## config.mk

```make
export PLATFORM = sky130hd
export DESIGN_NAME = delay_ram_slave_flat
export DESIGN_NICKNAME = d
export VERILOG_FILES = /design/src/rtl/delay_ram_pkg.sv /design/src/rtl/delay_ram_slave_if.sv /design/src/rtl/delay_ram_array.sv /design/src/rtl/delay_ram_slave.sv /design/src/flat_wrapper.sv
export SDC_FILE = /design/constraint.sdc
export NUM_CORES = 1
export LEC_CHECK = 0
export CORE_ASPECT_RATIO = 0.75
export CORE_MARGIN = 5
export CORE_UTILIZATION = 55
export DETAILED_ROUTE_END_ITERATION = 6
export PLACE_DENSITY = 0.74
export SLEW_MARGIN = 20
export SYNTH_ARGS = -nofsm -noshare
export SYNTH_HDL_FRONTEND = slang
export SYNTH_HIERARCHICAL = 1
export SYNTH_SLANG_ARGS = --single-unit
```

## constraint.sdc

```tcl
create_clock -name clk -period 7 [get_ports clk]
set_clock_uncertainty 0.2 [all_clocks]
set_input_delay 0.7 -clock clk [delete_from_list [all_inputs] [get_ports clk]]
set_output_delay 0.7 -clock clk [all_outputs]
set_load 0.01 [all_outputs]
```

## src/rtl/delay_ram_pkg.sv

```systemverilog
// Shared definitions for the delayed-response memory model: FSM encoding,
// latency counter width and the legal CLK_DELAY range.
package delay_ram_pkg;

  typedef enum logic [1:0] {
    StIdle = 2'd0,
    StBusy = 2'd1,
    StAck  = 2'd2
  } state_e;

  localparam int unsigned CNT_WIDTH     = 4;
  localparam int unsigned CLK_DELAY_MIN = 1;
  localparam int unsigned CLK_DELAY_MAX = 15;

  // Value loaded into the latency counter so that ack rises CLK_DELAY edges after acceptance.
  function automatic logic [CNT_WIDTH-1:0] delay_load(input int unsigned delay);
    return CNT_WIDTH'(delay - 1);
  endfunction

endpackage

```

## src/rtl/delay_ram_slave_if.sv

```systemverilog
// Cache-to-memory request/response bundle between the miss handler (master)
// and the memory model (slave).
interface delay_ram_slave_if;

  logic        cs;
  logic        we;
  logic [31:0] addr;
  logic [31:0] din;
  logic [31:0] dout;
  logic        ack;
  logic        stall;

  modport master (
    output cs,
    output we,
    output addr,
    output din,
    input  dout,
    input  ack,
    input  stall
  );

  modport slave (
    input  cs,
    input  we,
    input  addr,
    input  din,
    output dout,
    output ack,
    output stall
  );

endinterface

```

## src/rtl/delay_ram_array.sv

```systemverilog
// Word storage for delay_ram_slave: synchronous write, registered read data.
// Contents power up to zero and are never touched by reset; only the read register is.
module delay_ram_array #(
  parameter int unsigned ADDR_WIDTH = 5
) (
  input  logic                  clk,
  input  logic                  rst,
  input  logic                  i_wr_en,
  input  logic                  i_rd_en,
  input  logic [ADDR_WIDTH-1:0] i_addr,
  input  logic [31:0]           i_wdata,
  output logic [31:0]           o_rdata
);

  localparam int unsigned Depth = 1 << ADDR_WIDTH;

  logic [31:0] r_mem [Depth] = '{default: '0};
  logic [31:0] r_rdata;

  always_ff @(posedge clk) begin
    if (i_wr_en) begin
      r_mem[i_addr] <= i_wdata;
    end
  end

  always_ff @(posedge clk or posedge rst) begin
    if (rst) begin
      r_rdata <= '0;
    end else if (i_rd_en) begin
      r_rdata <= r_mem[i_addr];
    end
  end

  assign o_rdata = r_rdata;

endmodule

```

## src/rtl/delay_ram_slave.sv

```systemverilog
// Terminal memory model for cache test tops: answers single-word requests after CLK_DELAY cycles.
// Define DELAY_RAM_SLAVE_STATS_EN to add the rd_count/wr_count access statistics ports.
module delay_ram_slave
  import delay_ram_pkg::*;
#(
  parameter int unsigned ADDR_WIDTH = 5,
  parameter int unsigned CLK_DELAY  = 3
) (
  input  logic              clk,
  input  logic              rst,
`ifdef DELAY_RAM_SLAVE_STATS_EN
  output logic [7:0]        rd_count,
  output logic [7:0]        wr_count,
`endif
  delay_ram_slave_if.slave  bus
);

  if ((CLK_DELAY < CLK_DELAY_MIN) || (CLK_DELAY > CLK_DELAY_MAX)) begin : g_bad_delay
    $error("delay_ram_slave: CLK_DELAY must be in 1..15");
  end

  localparam logic [CNT_WIDTH-1:0] LoadVal = delay_load(CLK_DELAY);

  state_e                r_state;
  logic [CNT_WIDTH-1:0]  r_cnt;
  logic                  r_we;
  logic [ADDR_WIDTH-1:0] r_idx;
  logic [31:0]           r_din;
  logic                  r_ack;
  logic                  r_stall;
  logic                  w_commit;
  logic                  w_wr_en;
  logic                  w_rd_en;
  logic [31:0]           w_rdata;
  logic                  w_unused_addr;
`ifdef DELAY_RAM_SLAVE_STATS_EN
  logic [7:0]            r_rd_count;
  logic [7:0]            r_wr_count;
`endif

  // Only the word index matters; byte offset and high bits alias.
  assign w_unused_addr = ^{bus.addr[31:ADDR_WIDTH+2], bus.addr[1:0]};

  // The access happens on the edge that moves BUSY -> ACK.
  assign w_commit = (r_state == StBusy) && (r_cnt == '0);
  assign w_wr_en  = w_commit & r_we;
  assign w_rd_en  = w_commit & ~r_we;

  always_ff @(posedge clk or posedge rst) begin
    if (rst) begin
      r_state    <= StIdle;
      r_cnt      <= '0;
      r_we       <= 1'b0;
      r_idx      <= '0;
      r_din      <= '0;
      r_ack      <= 1'b0;
      r_stall    <= 1'b0;
`ifdef DELAY_RAM_SLAVE_STATS_EN
      r_rd_count <= '0;
      r_wr_count <= '0;
`endif
    end else begin
      unique case (r_state)
        StIdle: begin
          r_ack <= 1'b0;
          if (bus.cs) begin
            r_state <= StBusy;
            r_we    <= bus.we;
            r_idx   <= bus.addr[ADDR_WIDTH+1:2];
            r_din   <= bus.din;
            r_cnt   <= LoadVal;
            r_stall <= 1'b1;
          end
        end
        StBusy: begin
          if (r_cnt != '0) begin
            r_cnt <= r_cnt - 1'b1;
          end else begin
            r_state <= StAck;
            r_ack   <= 1'b1;
            r_stall <= 1'b0;
`ifdef DELAY_RAM_SLAVE_STATS_EN
            if (r_we) begin
              r_wr_count <= r_wr_count + 8'd1;
            end else begin
              r_rd_count <= r_rd_count + 8'd1;
            end
`endif
          end
        end
        StAck: begin
          // Never accepts here, which enforces the CLK_DELAY+2 request spacing.
          r_state <= StIdle;
          r_ack   <= 1'b0;
        end
        default: begin
          r_state <= StIdle;
          r_ack   <= 1'b0;
          r_stall <= 1'b0;
        end
      endcase
    end
  end

  delay_ram_array #(
    .ADDR_WIDTH (ADDR_WIDTH)
  ) u_array (
    .clk     (clk),
    .rst     (rst),
    .i_wr_en (w_wr_en),
    .i_rd_en (w_rd_en),
    .i_addr  (r_idx),
    .i_wdata (r_din),
    .o_rdata (w_rdata)
  );

  assign bus.dout  = w_rdata;
  assign bus.ack   = r_ack;
  assign bus.stall = r_stall;

`ifdef DELAY_RAM_SLAVE_STATS_EN
  assign rd_count = r_rd_count;
  assign wr_count = r_wr_count;
`endif

endmodule

```

## src/flat_wrapper.sv

```systemverilog
// flat-port wrapper written by rule: the top's interface ports become plain ports
module delay_ram_slave_flat import delay_ram_pkg::*;
#(
  parameter int unsigned ADDR_WIDTH = 5,
  parameter int unsigned CLK_DELAY  = 3
)
  (clk, rst, bus_cs, bus_we, bus_addr, bus_din, bus_dout, bus_ack, bus_stall);
  delay_ram_slave_if bus_i ();
  input  logic clk;
  input  logic rst;
  input wire logic [$bits(bus_i.cs)-1:0] bus_cs;
  input wire logic [$bits(bus_i.we)-1:0] bus_we;
  input wire logic [$bits(bus_i.addr)-1:0] bus_addr;
  input wire logic [$bits(bus_i.din)-1:0] bus_din;
  output wire logic [$bits(bus_i.dout)-1:0] bus_dout;
  output wire logic [$bits(bus_i.ack)-1:0] bus_ack;
  output wire logic [$bits(bus_i.stall)-1:0] bus_stall;
  assign bus_i.cs = bus_cs;
  assign bus_i.we = bus_we;
  assign bus_i.addr = bus_addr;
  assign bus_i.din = bus_din;
  assign bus_dout = bus_i.dout;
  assign bus_ack = bus_i.ack;
  assign bus_stall = bus_i.stall;
  delay_ram_slave #(.ADDR_WIDTH(ADDR_WIDTH), .CLK_DELAY(CLK_DELAY)) u_core (.clk(clk), .rst(rst), .bus(bus_i));
endmodule
```

# Yosys cells after proc, flatten, opt, wreduce, memory -nomap -nowiden
# Memory sizes are Yosys's and may differ from the RTL's. A register that Yosys moved wholly into a read port is not among the register bits.
# Cells that the tools add are included.
totals:
  word_cells: 40
  n_memories: 1
  inputBits: 68
  mem_bits_rw: 1024
  output_inout_bits: 34
  ff_bits: 46
mem_list:
  columns: ["memory", "depth", "word_bits", "rd", "rd_clocked_by_memory_dff", "wr", "line_no", "rtl"]
  rows:
  - ["u_core.u_array.r_mem", 32, 32, 1, 1, 1, "delay_ram_array.sv:17", "logic [31:0] r_mem [Depth] = '{default: '0};"]
op_classes:
  n_eq_ne: 5
  n_addsub: 1
  n_bitwise: 4
  n_reduce_logical: 9
  mux: 13
op_table:
  columns: ["operator", "n"]
  rows:
  - ["$mux 4", 2]
  - ["$pmux 4 s2", 1]
  - ["$mux 1", 6]
  - ["$ne 2x2->1 const B", 3]
  - ["$reduce_and 3->1", 2]
  - ["$logic_not 4->1", 1]
  - ["$mux 2", 2]
  - ["$pmux 2 s2", 1]
  - ["$reduce_and 2->1", 2]
  - ["$reduce_bool 4->1", 1]
  - ["$sub 4x1->4 const B", 1]
  - ["$pmux 1 s3", 1]
  - ["$and 1x1->1", 2]
  - ["$eq 2x1->1 const B", 1]
  - ["$eq 2x2->1 const B", 1]
  - ["$logic_not 2->1", 1]
  - ["$not 1->1", 2]
  - ["$reduce_bool 2->1", 1]
  - ["$logic_and 1x1->1", 1]

# Depth between registers and ports, before layout
# Gate-level depths: netlist (run 1).
logic_depth:
  ltp_word: 5
  ltp_mapped: 9
  depth_no_buf: 7

# Cells and area by module
# The synthesis (run 1) kept the hierarchy.
by_module_without_submodules:
  columns: ["module", "seq_area_each_um2", "instances", "cells_per_inst", "area_each_um2"]
  rows:
  - ["delay_ram_array", 31550.3, 1, 1852, 40241.1]
  - ["delay_ram_slave", 1151.1, 1, 124, 1849.3]

# Worst setup path after synthesis (run 1)
# Ideal clock, no wire load.
synth_path:
  path_kind: "flip-flop to flip-flop"
  startpoint: "reg u_core.r_cnt[0]"
  endpoint: "mem u_core.u_array.r_mem[11][0] (enable)"
  period_less_slack_ns: 3.514
  path_stages_with_launch: 8
  slack_ns: 3.486
  required_ns: 6.379
  path_buffers: 0
  setup_time_ns: 0.421
  arrival_time_ns: 2.893
  path_cell_list: "dfrtp_1 > inv_1 > ha_1 > or3b_1 > nor2_1 > and2_1 > nand3_1 > nor2_1"
synth_between:
  elab_chain_cells: 5
synth_rtl:
  columns: ["item", "line_no", "rtl"]
  rows:
  - ["start: declaration", "delay_ram_slave.sv:25", "logic [CNT_WIDTH-1:0] r_cnt;"]
  - ["start signal: assignment", "delay_ram_slave.sv:71", "r_cnt <= LoadVal;"]
  - ["start signal: assignment", "delay_ram_slave.sv:77", "r_cnt <= r_cnt - 1'b1;"]
  - ["$logic_not 4->1", "delay_ram_slave.sv:45", "assign w_commit = (r_state == StBusy) && (r_cnt == '0);"]
  - ["$logic_and 1x1->1", "delay_ram_slave.sv:45", null]
  - ["$and 1x1->1", "delay_ram_slave.sv:46", "assign w_wr_en = w_commit & r_we;"]
  - ["named net u_core.w_wr_en", "delay_ram_slave.sv:32", "logic w_wr_en;"]
  - ["$mux 1", "delay_ram_array.sv:21", "if (i_wr_en) begin"]
  - ["$mux 1 (not written as such)", "delay_ram_array.sv:22", "r_mem[i_addr] <= i_wdata;"]
  - ["end: declaration", "delay_ram_array.sv:17", null]
# The timed path passes the listed nets, and every way through them passes these cells.

# Worst setup path after layout (run 1)
layout_path:
  startpoint: "reg u_core.r_idx[0]"
  endpoint: "mem u_core.u_array.r_mem[17][15] (enable)"
layout_lines:
  columns: ["item", "line_no", "rtl"]
  rows:
  - ["start: declaration", "delay_ram_slave.sv:27", "logic [ADDR_WIDTH-1:0] r_idx;"]
  - ["start signal: assignment", "delay_ram_slave.sv:69", "r_idx <= bus.addr[ADDR_WIDTH+1:2];"]
# Straight into the memory's write port.

==> results.ini, run 1 <==
[run_status]
status = finished with violations
violations = antenna violations

[global_route]
grt_pass1_vias = 21100
antenna_found_initial = 0
grt_first_pass_wirelength_um = 145100
grt_max_degree = 161
grt_use_total_pct = 24.45
grt-ovfl-total = 0

[synthesis]
synth_area_leaders = edfxtp_1 (73%), mux4_2 (9.7%), dfrtp_1 (4.6%), mux2i_1 (3.4%), mux2_2 (1.3%)
ys_seq_area_share_pct = 77.69
synthCells = 1976
synthDistinctLibCells = 61
async_reset_ff_share_pct = 7.078
syn_avg_cell_area_sq_um = 21.30
synth_top_area_cell = edfxtp_1
synth_nets = 2045
synth_top_area_share_pct = 73.06
synth_edf_count = 1024
yosys_register_bits = 1102
ys.warnings.count = 6
synthFlopType = edfxtp_1
synth_area_sq_mm = 0.04209

[drt]
met1_length_um = 40810
ant_nets = 1
post_drt_wl_per_cell_um = 31.17
vias = 21030
dr.pass1.iters = 5
drt_wl_total_um = 100200
wl_met2_um = 44730
drc = 0
vias_per_cell = 6.540
wl_met3_um = 11970
highest_layer = met4
drtIter0Drc = 2762

[worst_setup_path]
cp-startpoint = u_core/r_idx[0]$_DFFE_PP0P_
ff2ff_setup_slack_ns = 2.44
cp_data_arrival_time_ns = 4.66
required_ns = 7.09
cp_max_fo = 46
r2r_end = u_core/u_array/r_mem[17][15]$_DFFE_PP_
r2r_start = u_core/r_idx[0]$_DFFE_PP0P_
worstSetupEndpoint = u_core/u_array/r_mem[17][15]$_DFFE_PP_
startpoint_type = flip-flop
crit_type = flip-flop to flip-flop
end_kind = flip-flop
ff2ff_path_depth = 4

[finish]
layout_common_cells = edfxtp_1 (1,024), mux4_2 (182), mux2i_1 (143), clkbuf_16 (100), clkdlybuf4s50_1 (74)
layout_commonest_cell = edfxtp_1
syn_to_final_growth_pct = 12.82
nFillCells = 4994
nNetsFinal = 2170
layout-drive-gt1-share_pct = 23.79

[floorplanning]
start_util_pct = 55.72
die_h_um = 249.6
die_x_um = 329.4
core_sq_mm = 0.07555
num_rows = 87
io_pins = 102
dieArea_sq_mm = 0.08222

[placed_design]
gp_congestion = 0.8235
numPortBuffers = 74
dpl.hpwl_um = 56000

[clocking]
postCtsSetupBuffers = 0
cts_resized = 0
cts_hold_buf = 0
tritoncts = yes
numCtsBuffers = 99
path_clk_slew_ns = 0.06
cts.sinks = 1102
clk_path_buf_depth = 3
clkLatencyLatePin_ns = 0.67
ctsHtreeMaxLevel = 3
clk_root_buffer_cell = clkbuf_16

[pwr]
combPwrFrac_pct = 21.6
sw_frac_of_total_pct = 29.69
p_switching_uw = 5721
leakage_uw = 0.01521
p_per_area_mw_per_mm2 = 405.8
vdd_drop_max_mv = 0.3987
p_seq_share_pct = 49.9
p_clk_share_pct = 28.5
p_int_uw = 13550

[timing]
fmax_mhz = 219.1
worst_pin_slew_ns = 1.185
setup_violations = 0
whs_ns = 0.3087
rsz0062_at_grt = false
fin_crit_ns = 4.563
period_share_pct = 65.19
hold_violations = 0
fin_setup_tns_ns = 0
slew_headroom_pct = 20.57
slew_viol_final = 0

[min_path]
hp-class = flip-flop to flip-flop

[run]
drv_cap = 0

## power groups by stage
| stage | Combinational (uW) | Sequential (uW) | Clock, uW |
|---|---|---|---|
| after floorplan | 3130 | 9140 | 0 |
| after CTS | 4130 | 9620 | 5580 |
| after global routing | 4390 | 9740 | 5870 |
| after detailed placement | 4110 | 9770 | 0 |
| final | 4150 | 9620 | 5490 |
| after global placement | 4050 | 9640 | 0 |
## registers in the layout (all words and copies together), names as in the netlist
| name | count |
|---|---|
| u_core/r_state | 2 |
| u_core/r_cnt | 4 |
| u_core/r_idx | 5 |
| u_core/r_din | 32 |
| u_core/bus.ack | 1 |
| u_core/u_array/r_mem | 1024 |
| u_core/u_array/o_rdata | 32 |
| u_core/r_we | 1 |
| u_core/bus.stall | 1 |
## synth_stat cells, types with 3 or more instances
library cell  number
buf_6             21
a22oi_1           39
clkbuf_1          19
buf_4             29
a211oi_2           9
a22o_1            20
inv_1              6
mux2_2            50
a211oi_1          19
mux4_2           182
nand3b_1           3
and2_1             4
mux2i_1          143
nor3_1            13
a41oi_1            5
nor4_1             4
nor2_1            84
a31oi_1           22
nor2b_1            4
nand2_1           28
or3_1              4
nand3_1            9
o221ai_1          17
dfrtp_1           78
buf_2             37
o21ai_0           15
a41oi_2            5
edfxtp_1        1024
o22ai_1           38
## cells by family (layout without fill, tap and decap cells)
family / count (synthesis) / in the layout / share of synthesized area (%)
AOI/OAI and AO/OA: 202 / 202 / 3.677
adders and majority gates: 1 / 1 / 0.02972
buffers and inverters: 114 / 324 / 1.763
DFF: 1102 / 1102 / 77.69
muxes: 378 / 378 / 14.63
other: 0 / 6 / 0
and+or+nand+nor: 179 / 179 / 2.209
## metrics by stage
step	cell area [sq um]	instances	power [uW]	utilization [%]	setup WS, ns
6_report	47490	3215	19270	62.86	2.437
5_1_grt	47470	3209	20010	62.84	2.252
4_1_cts	47440	3208	19330	62.80	2.473
3_5_place_dp	44100	3022	13880	58.37	2.503
3_3_place_gp	44100	3022	13690	58.37	2.559
2_1_floorplan	42090	1976	12270	-	3.486
## final cells by class
class | count | area (sq um) | share of cell area (%)
tap | 1023 | 1280 | 2.695
timing repair buffer | 131 | 1189 | 2.503
clock buffer | 140 | 2813 | 5.923
inverter | 7 | 26.28 | 0.05533
sequential | 1102 | 32730 | 68.92
clock inverter | 46 | 531.8 | 1.120
multi-input combinational | 760 | 8907 | 18.76
antenna | 6 | 15.01 | 0.03162
## worst min-delay path by stage
| stage | from | to | slack, ns | cells after the start |
|---|---|---|---|---|
| 2_1_floorplan | u_core/r_idx[4]$_DFFE_PP0P_ | u_core/r_idx[4]$_DFFE_PP0P_ | 0.28 | 1 |
| 3_3_place_gp | u_core/bus.stall$_DFFE_PP0P_ | u_core/bus.stall$_DFFE_PP0P_ | 0.28 | 1 |
| 3_5_place_dp | u_core/bus.stall$_DFFE_PP0P_ | u_core/bus.stall$_DFFE_PP0P_ | 0.29 | 1 |
| 4_1_cts | u_core/bus.stall$_DFFE_PP0P_ | u_core/bus.stall$_DFFE_PP0P_ | 0.31 | 1 |
| 5_1_grt | u_core/bus.stall$_DFFE_PP0P_ | u_core/bus.stall$_DFFE_PP0P_ | 0.35 | 1 |
| 6_report | u_core/bus.stall$_DFFE_PP0P_ | u_core/bus.stall$_DFFE_PP0P_ | 0.31 | 1 |
## critical path, stage by stage, from the launching register on
cell and delay [ns]:
dfrtp_4 0.82, buf_4 0.76, nand3_1 0.91, nor2_4 0.91
buf_4 0.52
## metal layers
metal  GRT usage (%)  vias to the layer above
met5               0                        -
met4           6.559                        0
met3           6.419                      182
met2           35.57                     1274
met1           37.47                    11070
li1                -                     8504
Note: power is estimated with default switching activity, not from simulation.
==> run 2, diff against run 1 <==
==> constraint.sdc (replaced) <==
create_clock -name clk -period 4.3 [get_ports clk]
set_clock_uncertainty 0.2 [all_clocks]
set_input_delay 0.43 -clock clk [delete_from_list [all_inputs] [get_ports clk]]
set_output_delay 0.43 -clock clk [all_outputs]
set_load 0.01 [all_outputs]
==> run 2 against run 1 <==
  * The run now ends clean
  * Count of clock-buffer cells in the layout is 4 higher
  * Maximum frequency is 32% higher
  * Non-clock buffer count is 40 higher
  * Critical path type unchanged
==> results.ini, run 2 (synthesis results as in run 1) <==
[worst_setup_path]
crit_path_top_delay_cell = nor2_4
crit_buf_inv = 3  ; +1
cp-startpoint = u_core/r_cnt[0]$_DFFE_PP0P_
required_ns = 4.43  ; -2.66 ns
r2r_start = u_core/r_cnt[0]$_DFFE_PP0P_
crit_type = flip-flop to flip-flop
cp_common_cell = buf_4
crit_path_max_incr_delay_ns = 0.49  ; -0.42 ns
end_kind = flip-flop
cp_data_arrival_time_ns = 3.58  ; -1.08 ns
crit_family = simple AND/OR/NAND/NOR gates
cp_max_fo = 13  ; -72%
crit_chain = inv_1, ha_1, or3b_1, nor2_1, and2_1, nand3_1, buf_4, nor2_4, buf_4
startpoint_type = flip-flop

[finish]
nNetsFinal = 2210  ; +1.8%
largest_reg_flops = 1024  ; unchanged
layout_common_cells = edfxtp_1 (1,024), mux4_2 (182), mux2i_1 (143), clkbuf_16 (103), buf_4 (75)
fin_area_sq_mm = 0.04798  ; +1.0%
finalNonFillerCells = 3252  ; +1.2%
layout-drive-gt1-share_pct = 24.83  ; +1.0 points
top_register = u_core/u_array/r_mem
syn_to_final_growth_pct = 13.99
layout_commonest_cell = edfxtp_1

[placed_design]
place_inst = 3063  ; +1.4%
gp_congestion = 0.8170  ; -0.79%
dpl.hpwl_um = 59120  ; +5.6%
dpl_cell_area_sq_mm = 0.04466  ; +1.3%
numPortBuffers = 74  ; unchanged

[floorplanning]
dieArea_sq_mm = 0.08222  ; unchanged
num_rows = 87  ; unchanged
start_util_pct = 55.72  ; unchanged
die_h_um = 249.6  ; unchanged
core_sq_mm = 0.07555  ; unchanged
io_pins = 102  ; unchanged
die_x_um = 329.4  ; unchanged

[run_status]
status = finished clean

[timing]
worst_pin_slew_ns = 1.073  ; -0.1115 ns
hold_violations = 0  ; unchanged
slew_viol_final = 0  ; unchanged
fin_setup_tns_ns = 0  ; unchanged
setup_violations = 0  ; unchanged
fin_crit_ns = 3.447  ; -1.117 ns
fmax_mhz = 290.1  ; +32%
slew_headroom_pct = 28.45  ; +7.9 points
period_share_pct = 80.15  ; +15 points
whs_ns = 0.09108  ; -0.2176 ns
rsz0062_at_grt = false

[clocking]
clk_root_buffer_cell = clkbuf_16
clkLatencyLatePin_ns = 0.67  ; about the same
ctsHtreeMaxLevel = 3  ; unchanged
cts_hold_buf = 0  ; unchanged
tritoncts = yes
numCtsBuffers = 99  ; unchanged
cts_resized = 0  ; unchanged
postCtsSetupBuffers = 0  ; unchanged
cts.sinks = 1102  ; unchanged
clk_path_buf_depth = 3  ; unchanged
path_clk_slew_ns = 0.06  ; about the same

[drt]
vias_per_cell = 6.542  ; about the same
drt_wl_total_um = 102700  ; +2.5%
ant_nets = 0  ; -1
vias = 21280  ; +1.2%
drtIter0Drc = 2888  ; +4.6%
post_drt_wl_per_cell_um = 31.59  ; +1.3%
drc = 0  ; unchanged
dr.pass1.iters = 5  ; unchanged

[global_route]
grt_use_total_pct = 24.86  ; +0.40 points
grt_max_degree = 65  ; -60%
grt_first_pass_wirelength_um = 147000  ; +1.3%
antenna_found_initial = 1  ; +1
grt_pass1_vias = 21160  ; +0.27%
grt-ovfl-total = 0  ; unchanged

[min_path]
hp-class = input pin to async pin

[pwr]
p_switching_uw = 9620  ; +68%
p_seq_share_pct = 49.6  ; -0.3 points
leakage_uw = 0.01542  ; +1.4%
combPwrFrac_pct = 22.3  ; +0.7 points
vdd_drop_max_mv = 0.5522  ; +38%
sw_frac_of_total_pct = 30.33  ; +0.65 points
p_per_area_mw_per_mm2 = 661.0  ; +63%
p_int_uw = 22090  ; +63%
p_clk_share_pct = 28.1  ; -0.4 points

[run]
drv_cap = 0  ; unchanged

## run 2: layout make-up
class | instances | area [sq um]
clock inverters | 43 | 494.2
well taps | 1023 | 1280
multi-input cells | 760 | 8900
repair buffers | 171 | 1744
clock buffers | 144 | 2801
flip-flops and latches | 1102 | 32730
inverters | 7 | 28.78
fillers | 4929 | 27570
diodes | 2 | 5.005
## run 2: power groups by stage
stage	Clock, uW	Combinational (uW)	Sequential, uW
floorplan	0	5100	14900
global placement	0	6820	15800
detailed placement	0	6960	16000
CTS	9000	7040	15700
global route	9500	7430	15900
finish	8920	7060	15700
## run 2: layer usage
metal  vias to the layer above  share of wire [%]  track usage (%)
met5                         -                  0                0
met4                         0                2.2            5.912
met3                       157                 12            7.244
met2                      1315                 45            36.67
met1                     11220                 40            37.42
li1                       8582                  -                -
## run 2: final timing paths
kind / slack, ns / endpoint / cells after the start
setup / recovery: 0.85 / u_core/u_array/r_mem[28][7]$_DFFE_PP_ / 9
hold / removal: 0.09 / u_core/r_din[21]$_DFFE_PP0P_ / 2
setup reg to reg: 0.85 / u_core/u_array/r_mem[28][7]$_DFFE_PP_ / 9
hold reg to reg: 0.30 / u_core/bus.stall$_DFFE_PP0P_ / 1
max in group asynchronous: 3.13 / u_core/u_array/o_rdata[14]$_DFFE_PP0P_ / 2
min in group clk: 0.17 / u_core/r_din[10]$_DFFE_PP0P_ / 2
## run 2: stage by stage
| stage | power [uW] | setup slack, ns | utilization, % |
|---|---|---|---|
| after floorplan | 19980 | 0.7862 | - |
| after global placement | 22590 | 1.048 | 59.12 |
| after detailed placement | 22920 | 0.9860 | 59.12 |
| after CTS | 31770 | 0.9522 | 63.48 |
| after global routing | 32840 | 0.7884 | 63.50 |
| final | 31710 | 0.8534 | 63.51 |
